File: config.mk
export PLATFORM = sky130hd
export DESIGN_NAME = reg_file_cmd_master
export DESIGN_NICKNAME = d
export VERILOG_FILES = /design/src/rtl/reg_file_cmd_master.sv
export SDC_FILE = /design/constraint.sdc
export NUM_CORES = 1
export LEC_CHECK = 0
export BUFFER_PORTS_ARGS = -buffer_cell sky130_fd_sc_hd__buf_2
export CORE_AREA = 4 4 84 86
export DETAILED_ROUTE_END_ITERATION = 8
export DIE_AREA = 0 0 88 90
export SLEW_MARGIN = 40
export SYNTH_ARGS = -nofsm -noshare
export SYNTH_HDL_FRONTEND = slang
export SYNTH_SLANG_ARGS = --single-unit
File: constraint.sdc
create_clock -name CLK -period 2.6 [get_ports CLK]
set_input_delay 0.52 -clock CLK [delete_from_list [all_inputs] [get_ports CLK]]
set_output_delay 0.52 -clock CLK [all_outputs]
set_load 0.02 [all_outputs]
File: src/rtl/reg_file_cmd_master.sv
// Byte-stream command initiator for the register-file port: decodes write/read
// frames from the RX link, issues single-cycle accesses, and streams read data out on TX.
module reg_file_cmd_master #(
  parameter int         DATA_WIDTH = 16,
  parameter int         ADDR_WIDTH = 3,
  parameter logic [7:0] WR_CMD     = 8'hAA,
  parameter logic [7:0] RD_CMD     = 8'hBB
) (
  input  logic                  CLK,
  input  logic                  RST,
  input  logic [7:0]            RX_DATA,
  input  logic                  RX_VALID,
  output logic                  WrEn,
  output logic                  RdEn,
  output logic [ADDR_WIDTH-1:0] Address,
  output logic [DATA_WIDTH-1:0] WrData,
  input  logic [DATA_WIDTH-1:0] RdData,
  output logic [7:0]            TX_DATA,
  output logic                  TX_VALID,
  input  logic                  TX_READY,
  output logic                  BUSY,
  output logic                  ERR
);

  localparam int NUM_BYTES = DATA_WIDTH / 8;
  localparam int CNT_W     = (NUM_BYTES > 1) ? $clog2(NUM_BYTES) : 1;
  localparam logic [CNT_W-1:0] LAST_BYTE = CNT_W'(NUM_BYTES - 1);

  typedef enum logic [2:0] {
    IDLE,
    WR_ADDR,
    WR_DATA,
    WR_ISSUE,
    RD_ADDR,
    RD_ISSUE,
    RD_WAIT,
    TX_SEND
  } state_t;

  state_t                  state_reg, state_next;
  logic [CNT_W-1:0]        cnt_reg, cnt_next;
  logic [ADDR_WIDTH-1:0]   addr_reg, addr_next;
  logic [DATA_WIDTH-1:0]   wr_data_reg, wr_data_next;
  logic [DATA_WIDTH-1:0]   tx_shift_reg, tx_shift_next;
  logic                    err_reg, err_next;
  logic                    lane_load;

  // Each data byte lands in the lane selected by the byte counter, LS byte first.
  assign lane_load = (state_reg == WR_DATA) && RX_VALID;

  genvar gi;
  generate
    for (gi = 0; gi < NUM_BYTES; gi++) begin : g_lane
      assign wr_data_next[gi*8 +: 8] =
        (lane_load && (cnt_reg == CNT_W'(gi))) ? RX_DATA : wr_data_reg[gi*8 +: 8];
    end
  endgenerate

  always_ff @(posedge CLK or negedge RST) begin
    if (!RST) begin
      state_reg    <= IDLE;
      cnt_reg      <= '0;
      addr_reg     <= '0;
      wr_data_reg  <= '0;
      tx_shift_reg <= '0;
      err_reg      <= 1'b0;
    end else begin
      state_reg    <= state_next;
      cnt_reg      <= cnt_next;
      addr_reg     <= addr_next;
      wr_data_reg  <= wr_data_next;
      tx_shift_reg <= tx_shift_next;
      err_reg      <= err_next;
    end
  end

  always_comb begin
    state_next    = state_reg;
    cnt_next      = cnt_reg;
    addr_next     = addr_reg;
    tx_shift_next = tx_shift_reg;
    err_next      = 1'b0;

    case (state_reg)
      IDLE: begin
        if (RX_VALID) begin
          if (RX_DATA == WR_CMD)      state_next = WR_ADDR;
          else if (RX_DATA == RD_CMD) state_next = RD_ADDR;
          else                        err_next   = 1'b1;
        end
      end

      WR_ADDR: begin
        if (RX_VALID) begin
          addr_next  = RX_DATA[ADDR_WIDTH-1:0];
          cnt_next   = '0;
          state_next = WR_DATA;
        end
      end

      WR_DATA: begin
        if (RX_VALID) begin
          if (cnt_reg == LAST_BYTE) begin
            cnt_next   = '0;
            state_next = WR_ISSUE;
          end else begin
            cnt_next = cnt_reg + CNT_W'(1);
          end
        end
      end

      WR_ISSUE: begin
        err_next   = RX_VALID;
        state_next = IDLE;
      end

      RD_ADDR: begin
        if (RX_VALID) begin
          addr_next  = RX_DATA[ADDR_WIDTH-1:0];
          state_next = RD_ISSUE;
        end
      end

      RD_ISSUE: begin
        err_next   = RX_VALID;
        state_next = RD_WAIT;
      end

      // The file registers its output, so RdData is valid only in this cycle.
      RD_WAIT: begin
        err_next      = RX_VALID;
        tx_shift_next = RdData;
        cnt_next      = '0;
        state_next    = TX_SEND;
      end

      TX_SEND: begin
        err_next = RX_VALID;
        if (TX_READY) begin
          tx_shift_next = tx_shift_reg >> 8;
          if (cnt_reg == LAST_BYTE) begin
            cnt_next   = '0;
            state_next = IDLE;
          end else begin
            cnt_next = cnt_reg + CNT_W'(1);
          end
        end
      end

      default: state_next = IDLE;
    endcase
  end

  assign WrEn     = (state_reg == WR_ISSUE);
  assign RdEn     = (state_reg == RD_ISSUE);
  assign TX_VALID = (state_reg == TX_SEND);
  assign BUSY     = (state_reg != IDLE);
  assign ERR      = err_reg;
  assign Address  = addr_reg;
  assign WrData   = wr_data_reg;
  assign TX_DATA  = tx_shift_reg[7:0];

endmodule

==> impl_metrics.toml, run 1 <==
[die]
die_h_um = 90
start_util_pct = 29.5
std_cell_rows = 29
ios = 60
coreArea_um2 = 6280
die_x_um = 88
dieArea_um2 = 7920

[global_routing]
grt_pass1_vias = 1326
grt_antenna_before_repair = 0
grt_usage_pct = 10.6
use_met1_pct = 15.1
grt_max_degree = 41
use_met3_pct = 4.84
grt_pass1_wl_um = 6560
busiest_layer = "met1"
use_met2_pct = 14.2
grt.overflow.total = 0

[critical_path]
required_ns = 2.08
reg2reg_slack_ns = 0.81
crit_fanout = 17
r2r_end = "state_reg[0]"
arrival_ns = 1.51
end_kind = "output port"
rr_startpoint = "state_reg[0]"
crit_end = "BUSY"
critical_path_class = "flop to output port"
critPathLaunchType = "flop"
startpoint = "state_reg[1]"
reg2reg_depth = 4

[clock_network]
numCtsBuffers = 5
cts_tree = "done"
cts_sinks = 40
post_cts_buffers = 0
cts_root_buf = "clkbuf_8"
cts.htree.levels = 2
clock_latency_ns = 0.29
path_clk_slew_ns = 0.08
ctsResizeCount = 0
cts_hold_buf = 0
clockBufferDepth = 2

[synthesis]
yosysWarnings = 0
syn_avg_cell_area_um2 = 11.8
synthDistinctLibCells = 33
synth_fp_nets = 185
syn_inst = 157
syn_area_um2 = 1850
synth_seq_area_share_pct = 54.1
synth_seq_cells = 40

[routing]
drc = 0
firstDrtPassIters = 4
vias = 1345
wl_per_cell_um = 14.0
postRouteAntennaNets = 0
viasPerCell = 4.72
wl_um = 3980
dr.first_iter.drc_count = 63

[sta]
relSlewSlack_pct = 66.3
fmax_ghz = 0.492
rsz0062_at_grt = "no"
finClkSkew_ns = 0.00409
layout_setup_ws_ns = 0.569
tns_ns = 0
setup_viol = 0
maxSlewViolCount = 0
timing.final.crit_period_ns = 2.03
period_share_pct = 78.1
hold_viol_final = 0
tightestPinTransition_ns = 0.506

[finish]
antenna_cells = 0
num-fill-cells = 645
drive_gt1_share_pct = 39.4
fin_area_um2 = 2230
nets = 235
final_cells = 285
areaGrowthSynthToFinish_pct = 20.6

[power]
p_leak_uw = 0.00116
power_switching_uw = 885
p_per_area_nw_per_um2 = 1050
switching_share_pct = 37.9
p_clk_share_pct = 18.1
pwr-share-seq_pct = 43.7
combPwrFrac_pct = 38.2
power.internal_uw = 1450
vdd_drop_max_mv = 0.652

[hold_path]
hold_path_class = "input port to async pin"

[place]
placedCellCount = 277
pre_cts_slack_ns = 0.813
gp_congestion = 0.712
place_area_um2 = 2140
io_buffers = 59
dp.final_hpwl_um = 2830

[job]
maxCapViolCount = 0

[status]
status = "finished clean"
==> cell usage in the layout (no fill, tap or decap), types with 2 or more instances in the layout <==
cell	count
a21oi_1	4
mux2_2	12
o21ai_0	13
nand3_1	3
dfrtp_1	40
a31oi_1	2
a22o_1	8
buf_2	58
nor2_1	5
mux2i_1	9
nand2_1	13
clkbuf_1	2
mux2_1	8
nor2b_1	3
buf_4	4
clkbuf_8	6
and3_1	3
==> how the worst min path moves through the flow <==
stage                    start         endpoint  slack (ns)  cells past startpoint
2_1_floorplan              RST       Address[0]        0.22                      0
3_3_place_gp   tx_shift_reg[0]  tx_shift_reg[0]        0.46                      2
3_5_place_dp   tx_shift_reg[0]  tx_shift_reg[0]        0.47                      2
4_1_cts                    RST  tx_shift_reg[0]        0.22                      1
5_1_grt                    RST  tx_shift_reg[8]        0.23                      1
6_report                   RST  tx_shift_reg[0]        0.20                      1
==> power groups by stage <==
stage | Combinational (uW) | Clock (uW) | Sequential [uW]
after floorplan | 504 | 0 | 1170
after detailed placement | 906 | 0 | 1030
after global placement | 885 | 0 | 1030
after global routing | 984 | 460 | 1060
after CTS | 910 | 436 | 1030
final | 892 | 423 | 1020
==> kinds of logic (layout without fill, tap and decap cells) <==
group                  Yosys count  count (layout)  share of synthesized area, %
XOR/XNOR                         2               2                         0.947
multiplexers                    29              29                          17.1
AO/OA/AOI/OAI                   32              32                          11.5
AND/OR/NAND/NOR                 33              33                          9.13
flip-flops                      40              40                          54.1
buffers and inverters           21              72                          7.24
==> worst max-delay path, cell delays in order (launching register included) <==
cell	delay, ns
dfrtp_1	0.56
or3_1	0.48
buf_2	0.18
==> per-stage QoR <==
step	util, %	total power (uW)	hold slack [ns]
4_1_cts	35.5	2370	0.219
3_5_place_dp	34.1	1940	0.468
2_1_floorplan	-	1670	0.224
3_3_place_gp	34.0	1920	0.456
5_1_grt	35.5	2510	0.235
6_report	35.5	2340	0.203
==> cell usage after synthesis (all sizes together) <==
library cell	instances	area, um2
nor3	1	5.00
mux2	20	225
inv	2	7.50
nand3b	1	7.51
and4bb	1	12.5
o22ai	1	6.26
nand3	3	15.0
xor2	1	8.76
nor2	5	18.8
a41oi	1	8.76
and3	3	18.8
a21oi	4	20.0
nor3b	1	7.51
dfrtp	40	1000
nand2	13	48.8
or3	1	6.26
xnor2	1	8.76
a2111oi	1	15.0
a31oi	2	12.5
and4b	1	10.0
nor2b	3	18.8
o211ai	1	7.51
mux2i	9	90.1
o21a	1	7.51
buf	16	114
a22o	8	70.1
o21ai	13	65.1
clkbuf	3	12.5
==> routing by layer <==
| metal | wire, um | part of all wire, % |
|---|---|---|
| met5 | 0 | 0 |
| met4 | 31 | 0.78 |
| met2 | 1670 | 42 |
| met1 | 1800 | 45 |
| met3 | 483 | 12 |
==> layout make-up <==
cell class                 count  area (um2)  share of cell area [%]
tap                           77        96.3                    4.32
inverter                       2        7.51                   0.337
clock buffer                   8        90.1                    4.04
multi-input combinational     96         714                    32.0
sequential                    40        1000                    44.9
timing repair buffer          62         320                    14.4
(Power assumes the default switching activity.)
==> inputs of run 2 (changes only) <==
Settings changed: ABC_AREA set to 1.
Clock period 2.6 ns to 2 ns, I/O delays scaled along.
==> impl_metrics.toml, run 2 <==
[power]
p_leak_uw = 0.00121
vdd_drop_max_mv = 0.789
p_per_area_nw_per_um2 = 1580

[hold_path]
hold_path_class = "input port to async pin"

[synthesis]
synthFlopType = "dfrtp_1"
yosys.area.top_type = "dfrtp_1"
syn_inst = 229
syn_avg_cell_area_um2 = 8.16
netlist_top_cells_count = "nand2_1, dfrtp_1, o21ai_0"
synth_edf_count = 0
synth_fp_nets = 257
synthDistinctLibCells = 16
synth_most_common_cell = "nand2_1"
yosysWarnings = 0
synth_seq_area_share_pct = 53.5
synth_seq_cells = 40
synth_top_area_share_pct = 53.5
async_reset_ff_share_pct = 100
synth_area_leaders = "dfrtp_1, nand2_1, o21ai_0, inv_1, nand3_1"
syn_area_um2 = 1870

[routing]
postRouteAntennaNets = 0
wl_um = 4340
drc = 0
vias = 1595
viasPerCell = 4.42
wl_per_cell_um = 12.0
dr.first_iter.drc_count = 98
firstDrtPassIters = 4

[sta]
relSlewSlack_pct = 65.5
whs_ns = 0.163
rsz0062_at_grt = "no"
fmax_ghz = 0.535
tightestPinTransition_ns = 0.517
hold_viol_final = 0
period_share_pct = 93.4
setup_viol = 0
tns_ns = 0
timing.final.crit_period_ns = 1.87
maxSlewViolCount = 0
finClkSkew_ns = 0.00374

[critical_path]
critPathMaxStageDelay_ns = 0.46
critical_path_class = "flop to output port"
required_ns = 1.60
critPathSlowestCell = "dfrtp_1"
crit_fanout = 7
end_kind = "output port"
critPathLaunchType = "flop"
arrival_ns = 1.47
crit_chain = "nand2_1, nor2_1, buf_2"

[clock_network]
clock_latency_ns = 0.28
path_clk_slew_ns = 0.07
cts.htree.levels = 2
cts_sinks = 40
numCtsBuffers = 5
cts_root_buf = "clkbuf_8"
clockBufferDepth = 2
post_cts_buffers = 0
cts_tree = "done"
cts_hold_buf = 0

[place]
placedCellCount = 354
gp_congestion = 0.772
dp.final_hpwl_um = 3260
place_area_um2 = 2190
io_buffers = 59

[finish]
drive_gt1_share_pct = 27.5
antenna_cells = 0
final_core_util_pct = 36.5
final_cells = 361
mostFrequentLayoutCells = "nand2_1, buf_2, dfrtp_1"
final_common_cell = "nand2_1"
nets = 312
areaGrowthSynthToFinish_pct = 22.6
fin_area_um2 = 2290

[die]
coreArea_um2 = 6280
std_cell_rows = 29
start_util_pct = 29.8
dieArea_um2 = 7920
die_x_um = 88
ios = 60
die_h_um = 90

[global_routing]
grt_max_degree = 41
grt_pass1_wl_um = 7490
grt.overflow.total = 0
grt_usage_pct = 11.8
grt_antenna_before_repair = 0
grt_pass1_vias = 1625

[job]
maxCapViolCount = 0

[status]
status = "finished clean"
-- run 2: cell types whose count changed after synthesis, sizes merged, moves of 9 or more --
| cell | previous run | this run |
|---|---|---|
| inv | 2 | 29 |
| mux2 | 20 | 0 |
| mux2i | 9 | 0 |
| nand2 | 13 | 67 |
| nand3 | 3 | 18 |
| nor2 | 5 | 19 |
| o21ai | 13 | 29 |
-- run 2: metal layers --
metal  up-vias  wire, um  track usage (%)
met5         -         0                0
met3         4       399             3.75
met1       711      1980             15.5
met4         0        55             4.60
met2        53      1910             18.0
li1        827         -                -
-- run 2: area by class of cell --
| type | instances | area [um2] |
|---|---|---|
| inverters | 30 | 115 |
| multi-input cells | 145 | 666 |
| fillers | 671 | 3990 |
| flip-flops and latches | 40 | 1000 |
| well taps | 77 | 96.3 |
| repair buffers | 62 | 318 |
| clock buffers | 7 | 96.3 |
-- run 2: power by group --
group / internal [uW] / total (uW) / switching (uW)
logic: 552 / 1660 / 1110
clock network: 307 / 570 / 263
registers: 1170 / 1390 / 215
-- run 2: timing repair --
item	in CTS	in global routing
endpoints found under the setup margin	0	2
endpoints found under the hold margin	0	0
resized for setup	0	2
-- run 2: metrics by stage --
stage	setup slack (ns)	power, uW
2_1_floorplan	0.696	2640
3_3_place_gp	0.420	3040
3_5_place_dp	0.363	3070
4_1_cts	0.0425	3660
5_1_grt	0.0165	3960
6_report	0.132	3610
-- run 2: cell families (layout without fill, tap and decap cells) --
| logic type | count (synthesis) | count (layout) | synth area share, % |
|---|---|---|---|
| AND/OR/NAND/NOR | 105 | 105 | 23.9 |
| flip-flops | 40 | 40 | 53.5 |
| AO/OA/AOI/OAI | 40 | 40 | 11.6 |
| buffers and inverters | 44 | 99 | 11.0 |
-- run 2: worst paths after layout --
check	start	end	slack, ns	cells past startpoint
setup / recovery	state_reg[2]	TX_VALID	0.13	3
hold / removal	RST	tx_shift_reg[6]	0.16	2
setup reg to reg	state_reg[2]	cnt_reg	0.48	7
hold reg to reg	WrData[9]	WrData[9]	0.48	2
max in group asynchronous	RST	cnt_reg	1.47	2
min in group CLK	RdData[9]	tx_shift_reg[9]	0.35	3
-- run 2: critical path, delay by kind of cell, from the launching register on --
kind / cells / cell delay [ns]
simple gates: 2 / 0.48
buf+inv: 1 / 0.25
flops: 1 / 0.46
